==> src/rtl/dmem_port_arbiter.sv <==
// Two-requester arbiter for the single data-memory port: round-robin grant, FUNC3/alignment
// screening before the memory is touched, and a response watchdog against stalled consumers.
module dmem_port_arbiter #(
  parameter int ADDR_W      = 32,
  parameter int DATA_W      = 32,
  parameter int RSP_TIMEOUT = 255
) (
  input  logic              CLK,
  input  logic              RESET,
  input  logic              REQ0_VALID,
  output logic              REQ0_READY,
  input  logic              REQ0_WE,
  input  logic [2:0]        REQ0_FUNC3,
  input  logic [ADDR_W-1:0] REQ0_ADDR,
  input  logic [DATA_W-1:0] REQ0_WDATA,
  output logic              RSP0_VALID,
  input  logic              RSP0_READY,
  output logic [DATA_W-1:0] RSP0_RDATA,
  output logic              RSP0_ERR,
  input  logic              REQ1_VALID,
  output logic              REQ1_READY,
  input  logic              REQ1_WE,
  input  logic [2:0]        REQ1_FUNC3,
  input  logic [ADDR_W-1:0] REQ1_ADDR,
  input  logic [DATA_W-1:0] REQ1_WDATA,
  output logic              RSP1_VALID,
  input  logic              RSP1_READY,
  output logic [DATA_W-1:0] RSP1_RDATA,
  output logic              RSP1_ERR,
  output logic              MEM_MRD,
  output logic              MEM_MWRT,
  output logic [2:0]        MEM_FUNC3,
  output logic [ADDR_W-1:0] MEM_ADDR,
  output logic [DATA_W-1:0] MEM_WDATA,
  input  logic [DATA_W-1:0] MEM_RDATA,
  output logic              BUSY,
  output logic              TIMEOUT_FLAG
);

  localparam int CNT_W = $clog2(RSP_TIMEOUT + 1);
  localparam logic [CNT_W-1:0] CNT_LAST = CNT_W'(RSP_TIMEOUT - 1);

  typedef enum logic [1:0] {S_IDLE, S_ACCESS, S_RESP} state_t;

  state_t             state_q;
  logic               ptr_q;
  logic               port_q;
  logic               we_q;
  logic               err_q;
  logic               tflag_q;
  logic [2:0]         f3_q;
  logic [ADDR_W-1:0]  addr_q;
  logic [DATA_W-1:0]  wdata_q;
  logic [DATA_W-1:0]  rdata_q;
  logic [CNT_W-1:0]   cnt_q;

  logic               idle;
  logic               any_vld;
  logic               grant_d;
  logic               we_d;
  logic [2:0]         f3_d;
  logic [ADDR_W-1:0]  addr_d;
  logic [DATA_W-1:0]  wdata_d;
  logic               illegal_d;
  logic               rsp_rdy;

  function automatic logic is_illegal(input logic we, input logic [2:0] f3, input logic [1:0] a);
    logic bad;
    if (we) bad = !(f3 == 3'b000 || f3 == 3'b001 || f3 == 3'b010);
    else    bad = (f3 == 3'b011 || f3 == 3'b110 || f3 == 3'b111);
    if (f3[1:0] == 2'b01 && a[0]) bad = 1'b1;
    if (f3 == 3'b010 && a != 2'b00) bad = 1'b1;
    return bad;
  endfunction

  assign idle    = (state_q == S_IDLE) && !RESET;
  assign any_vld = REQ0_VALID | REQ1_VALID;

  // Pointer port wins a tie; otherwise whichever port is asking.
  always_comb begin
    grant_d = 1'b0;
    if (ptr_q) grant_d = REQ1_VALID ? 1'b1 : 1'b0;
    else       grant_d = REQ0_VALID ? 1'b0 : 1'b1;
  end

  assign we_d      = grant_d ? REQ1_WE    : REQ0_WE;
  assign f3_d      = grant_d ? REQ1_FUNC3 : REQ0_FUNC3;
  assign addr_d    = grant_d ? REQ1_ADDR  : REQ0_ADDR;
  assign wdata_d   = grant_d ? REQ1_WDATA : REQ0_WDATA;
  assign illegal_d = is_illegal(we_d, f3_d, addr_d[1:0]);
  assign rsp_rdy   = port_q ? RSP1_READY : RSP0_READY;

  assign REQ0_READY = idle & any_vld & ~grant_d;
  assign REQ1_READY = idle & any_vld &  grant_d;

  always_ff @(posedge CLK) begin
    if (RESET) begin
      state_q <= S_IDLE;
      ptr_q   <= 1'b0;
      port_q  <= 1'b0;
      we_q    <= 1'b0;
      err_q   <= 1'b0;
      tflag_q <= 1'b0;
      f3_q    <= '0;
      addr_q  <= '0;
      wdata_q <= '0;
      rdata_q <= '0;
      cnt_q   <= '0;
    end else begin
      case (state_q)
        S_IDLE: begin
          if (any_vld) begin
            port_q  <= grant_d;
            we_q    <= we_d;
            f3_q    <= f3_d;
            addr_q  <= addr_d;
            wdata_q <= wdata_d;
            cnt_q   <= '0;
            rdata_q <= '0;
            err_q   <= illegal_d;
            state_q <= illegal_d ? S_RESP : S_ACCESS;
          end
        end
        S_ACCESS: begin
          rdata_q <= we_q ? '0 : MEM_RDATA;
          cnt_q   <= '0;
          state_q <= S_RESP;
        end
        S_RESP: begin
          // Either the consumer takes the response or the watchdog drops it.
          if (rsp_rdy) begin
            state_q <= S_IDLE;
            ptr_q   <= ~port_q;
          end else if (cnt_q >= CNT_LAST) begin
            state_q <= S_IDLE;
            ptr_q   <= ~port_q;
            tflag_q <= 1'b1;
          end else begin
            cnt_q   <= cnt_q + 1'b1;
          end
        end
        default: state_q <= S_IDLE;
      endcase
    end
  end

  // Strobes are qualified by RESET so an aborted store never reaches the array.
  assign MEM_MRD   = (state_q == S_ACCESS) & ~we_q & ~RESET;
  assign MEM_MWRT  = (state_q == S_ACCESS) &  we_q & ~RESET;
  assign MEM_FUNC3 = f3_q;
  assign MEM_ADDR  = addr_q;
  assign MEM_WDATA = wdata_q;

  assign RSP0_VALID = (state_q == S_RESP) & ~port_q;
  assign RSP1_VALID = (state_q == S_RESP) &  port_q;
  assign RSP0_RDATA = RSP0_VALID ? rdata_q : '0;
  assign RSP1_RDATA = RSP1_VALID ? rdata_q : '0;
  assign RSP0_ERR   = RSP0_VALID & err_q;
  assign RSP1_ERR   = RSP1_VALID & err_q;

  assign BUSY         = (state_q != S_IDLE);
  assign TIMEOUT_FLAG = tflag_q;

endmodule

==> config.mk <==
export PLATFORM = sky130hd
export DESIGN_NAME = dmem_port_arbiter
export DESIGN_NICKNAME = d
export VERILOG_FILES = /design/src/rtl/dmem_port_arbiter.sv
export SDC_FILE = /design/constraint.sdc
export NUM_CORES = 1
export LEC_CHECK = 0
export ABC_AREA = 1
export ABC_CLOCK_PERIOD_IN_PS = 1750
export CAP_MARGIN = 10
export CORE_ASPECT_RATIO = 0.7
export CORE_UTILIZATION = 39
export DETAILED_ROUTE_END_ITERATION = 6
export GPL_TIMING_DRIVEN = 0
export HOLD_SLACK_MARGIN = 0.03
export PLACE_DENSITY = 0.79
export SLEW_MARGIN = 20
export SYNTH_ARGS = -nofsm -noshare
export SYNTH_HDL_FRONTEND = slang
export SYNTH_SLANG_ARGS = --single-unit
==> constraint.sdc <==
create_clock -name CLK -period 1.75 [get_ports CLK]
set_input_delay 0.175 -clock CLK [delete_from_list [all_inputs] [get_ports CLK]]
set_output_delay 0.175 -clock CLK [all_outputs]
set_load 0.01 [all_outputs]
# ---- After elaboration in Yosys (flattened, before gate mapping)
# Cells that the tools add are included.
dict set report classes {
  n_shift 0
  magnitude_cmp 1
  n_addsub 1
  n_reduce_logical 22
  mul 0
  mux 27
  n_eq_ne 12
  div_mod_pow 0
  bitwise_logic 17
}
# cell count
set ops {}
lappend ops {{$mux 32} 6}
lappend ops {{$pmux 32 s2} 1}
lappend ops {{$mux 8} 3}
lappend ops {{$pmux 8 s3} 1}
lappend ops {{$and 1x1->1} 11}
lappend ops {{$mux 1} 10}
lappend ops {{$add 8x1->8 const B} 1}
lappend ops {{$ge 8x8->1 const B} 1}
lappend ops {{$mux 2} 4}
lappend ops {{$reduce_and 2->1} 4}
lappend ops {{$reduce_bool 2->1} 4}
lappend ops {{$eq 3x2->1 const B} 2}
lappend ops {{$eq 3x3->1 const B} 2}
lappend ops {{$ne 2x2->1 const B} 3}
lappend ops {{$pmux 2 s3} 1}
lappend ops {{$not 1->1} 5}
lappend ops {{$eq 2x1->1 const B} 2}
lappend ops {{$logic_or 1x1->1} 4}
lappend ops {{$reduce_and 4->1} 1}
lappend ops {{$eq 3x1->1 const B} 1}
lappend ops {{$logic_and 1x1->1} 3}
lappend ops {{$logic_not 3->1} 1}
lappend ops {{$mux 3} 1}
lappend ops {{$ne 3x3->1 const B} 1}
lappend ops {{6 further kinds} 7}
dict set report totals {
  n_memories 0
  elab_cells 91
  mem_bits_rw 0
  register_bits 114
  mem_bits_ro 0
  output_inout_bits 141
  latch_bits 0
}

# ---- Longest topological paths before layout
dict set report logic_depth {
  depth_word 13
  mapped_depth 11
  depth_no_buf 11
}

# ---- Worst setup path before layout
# Ideal clock, no wire load.
dict set report synth_path {
  kind {register to output}
  from {reg state_q[1]}
  to {out RSP1_RDATA[10]}
  path_stages_with_launch 6
  t_arrival_ns 1.230
  t_required_ns 1.575
  setup_slack_ns 0.345
  path_cell_list {dfxtp_1 -> nand2_2 -> nor2_1 -> inv_1 -> buf_1 -> nor2_1}
}
dict set report synth_via {
  elab_chain_len 3
}
# item line_no
set synth_lines {}
lappend synth_lines {{from (decl)} 45} ;# state_t state_q;
lappend synth_lines {{from (signal assigned)} 121} ;# state_q <= illegal_d ? S_RESP : S_ACCESS;
lappend synth_lines {{$eq 2x2->1} 155} ;# assign RSP1_VALID = (state_q == S_RESP) & port_q;
lappend synth_lines {{$and 1x1->1} 155}
lappend synth_lines {{net RSP1_VALID} 26} ;# output logic RSP1_VALID,
lappend synth_lines {{$mux 32} 157} ;# assign RSP1_RDATA = RSP1_VALID ? rdata_q : '0;
lappend synth_lines {{to (decl)} 28} ;# output logic [DATA_W-1:0] RSP1_RDATA,
# The timed path passes the listed nets, and every way through them passes these cells.

# ---- Worst setup path after layout
dict set report layout_path {
  from {reg state_q[1]}
  to {out REQ1_READY}
}
dict set report layout_via {
  elab_chain_len 4
}
# item line_no
set layout_lines {}
lappend layout_lines {{$logic_not 2->1} 76} ;# assign idle = (state_q == S_IDLE) && !RESET;
lappend layout_lines {{$logic_and 1x1->1} 76}
lappend layout_lines {{$and 1x1->1 (2 in a row)} 94} ;# assign REQ1_READY = idle & any_vld & grant_d;
lappend layout_lines {{to (decl)} 21} ;# output logic REQ1_READY,
# Every way passes these cells.

==> out/results.tsv <==
metric	value	unit
cap_violations	0	
r2r_slack	0.11	ns
holdCritStartpoint	RESET	
clk_pin_slew	0.06	ns
crit_path_end_kind	output port	
finalClockSkew	0.00927	ns
die_x	144	um
cts_num_sinks	114	
path_cells	nor2_4 > o21ai_4 > nor2_4 > nand2_2 > inv_2 > clkdlybuf4s15_2	
outcome	complete, no violations	
hold_depth	2	
areaGrowthSynthToFinish	72.9	%
cp_max_fo	5	
clk_path_buf_depth	2	
p_sw_share	30.5	%
dpl.cell_count	1284	
ctsHoldBuffers	0	
cp.arrival	1.54	ns
vias_per_cell	4.85	
cp-start-kind	flop	
grt_start_max_net_pins	17	
p_per_area	1120	nW/um^2
track_usage	28.4	%
grt_pass1_wl	31.8	mm
power.switching	0.00324	W
async_reset_ff_share	0	%
gp_congestion	0.900	
netlist_area	5490	um^2
drt_drc_violations_left	0	
start_util	40.8	%
final_cell_count_no_fill	1328	
ir_drop	0.000822	V
crit_family	simple AND/OR/NAND/NOR gates	
synth_seq_area_share	41.6	%
setup_violations	0	
insertion_delay	0.40	ns
totalWireLength	20.8	mm
first_pass_iters	7	
min_period	1.72	ns
worst_slew_pin_slew	0.542	ns
antenna_cells	0	
wl_per_cell	15.7	um
syn_nets	961	
r2r-start	state_q[1]	
overflow	0	
synth_cells	785	
drive_gt1_share	16.9	%
cts_buffers	17	
seq_power_share	30.8	%
finalHoldViolCount	0	
relSlewSlack	63.9	%
synth.ff_latch_count	114	
synth_cell_types	33	
slowest_delay	0.37	ns
synth_area_leaders	dfxtp_1 (42%), nand2_1 (13%), inv_1 (8.4%)	
reg2reg_depth	9	
fp.dieArea	14600	um^2
avgSynthCellArea	6.99	um^2
yosys_warnings	0	
cts_tree	done	
rows	35	
layout.nets	1306	
fmax	0.582	GHz
synth-main-ff-cell	dfxtp_1	
rsz0062_at_grt	yes	
synth-edff-count	0	
core-area	13400	um^2
path_buf_inv	2	
ant_nets	0	
r2r_end	MEM_ADDR[26]	
die_h	101	um
required	1.57	ns
hpwl	15.8	mm
slew_viol_final	0	
critPathKind	reg2out	
min_to	TIMEOUT_FLAG	
pwr-share-comb	31.4	%
pwr-share-clk	37.8	%
ios	315	
grt_pass1_vias	6207	
cp_slowest_cell	dfxtp_4	
power.leakage	4.51	nW
place.port_buffers	314	
holdWs	0.311	ns
route.vias.total	6445	
htreeDepth	4	
cp_common_cell	nor2_4	
post-route-period-util	98.3	%
yosysTopAreaCell	dfxtp_1	
initialDrtViolationCount	363	
netlist.area_leader.share	41.6	%
antenna_found_initial	0	
p_int	0.00737	W
hold_path.class	in2reg	
cts-root-buf	clkbuf_16	
==> per-layer routing <==
layer | routed length [um] | up-vias | track usage [%]
li1 | - | 3209 | -
met5 | 0 | - | 0
met1 | 9590 | 2958 | 37.4
met4 | 672 | 0 | 13.4
met2 | 9250 | 233 | 44.6
met3 | 1320 | 45 | 6.00
==> worst register-to-register path, cell delays in order, from the launching register on <==
cell	delay [ns]
dfxtp_4	0.37
nor2_4	0.17
o21ai_4	0.11
buf_12	0.14
inv_2	0.11
buf_6	0.16
buf_4	0.18
nand3_1	0.11
o211ai_1	0.11
inv_1	0.06
==> cell type report <==
class	count	area [um^2]
Timing Repair Buffer	326	2930
Clock inverter	12	229
Multi-Input combinational cell	494	2550
Tap cell	185	231
Buffer	49	318
Clock buffer	20	457
Sequential cell	114	2290
Inverter	128	489
Fill cell	1150	3950
==> power groups by stage <==
| stage | logic [W] | clock network [W] | registers [W] |
|---|---|---|---|
| floorplan | 0.00144 | 0 | 0.00340 |
| global placement | 0.00313 | 0 | 0.00328 |
| detailed placement | 0.00316 | 0 | 0.00329 |
| CTS | 0.00326 | 0.00405 | 0.00326 |
| global route | 0.00360 | 0.00416 | 0.00331 |
| finish | 0.00333 | 0.00402 | 0.00327 |
==> synth_stat cells, types with 6 or more instances <==
cell type  count
a22oi_2       10
nor2_1        81
inv_1        123
nand3_1       82
buf_1          9
dfxtp_1      114
o211ai_1      60
nand2_2        6
a22oi_1       22
buf_2         23
a21oi_1        7
o21ai_0       10
nand2_1      197
clkbuf_1      12
==> state kept, by name, indices dropped and copies added, names as in the netlist <==
register / flops
port_q: 1
rdata_q: 32
TIMEOUT_FLAG: 1
cnt_q: 8
MEM_FUNC3: 3
ptr_q: 1
MEM_WDATA: 32
MEM_ADDR: 32
state_q: 2
err_q: 1
we_q: 1
==> what timing repair did <==
item | 4_1_cts | 5_1_grt
setup buffers | 8 | 4
resized for setup | 275 | 48
endpoints found under the hold margin | 0 | 0
pin swaps | 3 | 3
setup endpoints to repair | 82 | 95
==> per-stage QoR <==
stage	TNS [ns]	power (W)	area, um^2	utilization, %	setup slack (ns)
floorplan	0	0.00484	5490	-	0.345
global placement	-35.33	0.00641	8860	65.9	-0.622
detailed placement	-35.80	0.00645	8860	65.9	-0.631
CTS	-0.00396	0.0106	9530	70.9	-0.00210
global route	-0.0683	0.0111	9490	70.6	-0.0325
finish	0	0.0106	9490	70.6	0.0303
==> cell usage in the layout (no fill, tap or decap), types with 2 or more instances in the layout <==
master / n
clkdlybuf4s50_1: 240
nand2_1: 195
inv_1: 115
dfxtp_1: 110
nand3_1: 81
nor2_1: 76
buf_2: 74
o211ai_1: 60
a22oi_1: 22
clkbuf_16: 17
buf_4: 14
clkbuf_2: 13
dlygate4sd2_1: 11
buf_6: 10
o21ai_0: 10
a22oi_2: 10
inv_2: 9
clkbuf_1: 9
a21oi_1: 7
bufinv_16: 6
nor2_4: 5
nand2_2: 5
nand2_4: 4
inv_4: 3
nand4_1: 3
clkinvlp_4: 3
clkinv_4: 3
dfxtp_2: 3
nor2_2: 2
nand3_2: 2
xor2_1: 2
ha_1: 2
clkbuf_8: 2
==> logic make-up (layout without fill, tap and decap cells) <==
family | count (synthesis) | in the layout | synth area share [%]
and+or+nand+nor | 374 | 374 | 28.3
AOI/OAI and AO/OA | 115 | 115 | 16.1
DFF | 114 | 114 | 41.6
buffers and inverters | 177 | 535 | 13.1
adders and majority gates | 2 | 2 | 0.456
xor gates and xnor gates | 3 | 3 | 0.479
==> how the worst max path moves through the flow <==
stage,startpoint,end,slack (ns),cells after the start
3_5_place_dp,RESET,MEM_MRD,-0.63,6
4_1_cts,state_q[0],RSP0_RDATA[18],-0.002,7
3_3_place_gp,RESET,MEM_MRD,-0.62,6
6_report,state_q[1],REQ1_READY,0.03,6
5_1_grt,state_q[1],REQ1_READY,-0.03,6
2_1_floorplan,state_q[1],RSP1_RDATA[10],0.34,5
Note: power is estimated with default switching activity, not from simulation.
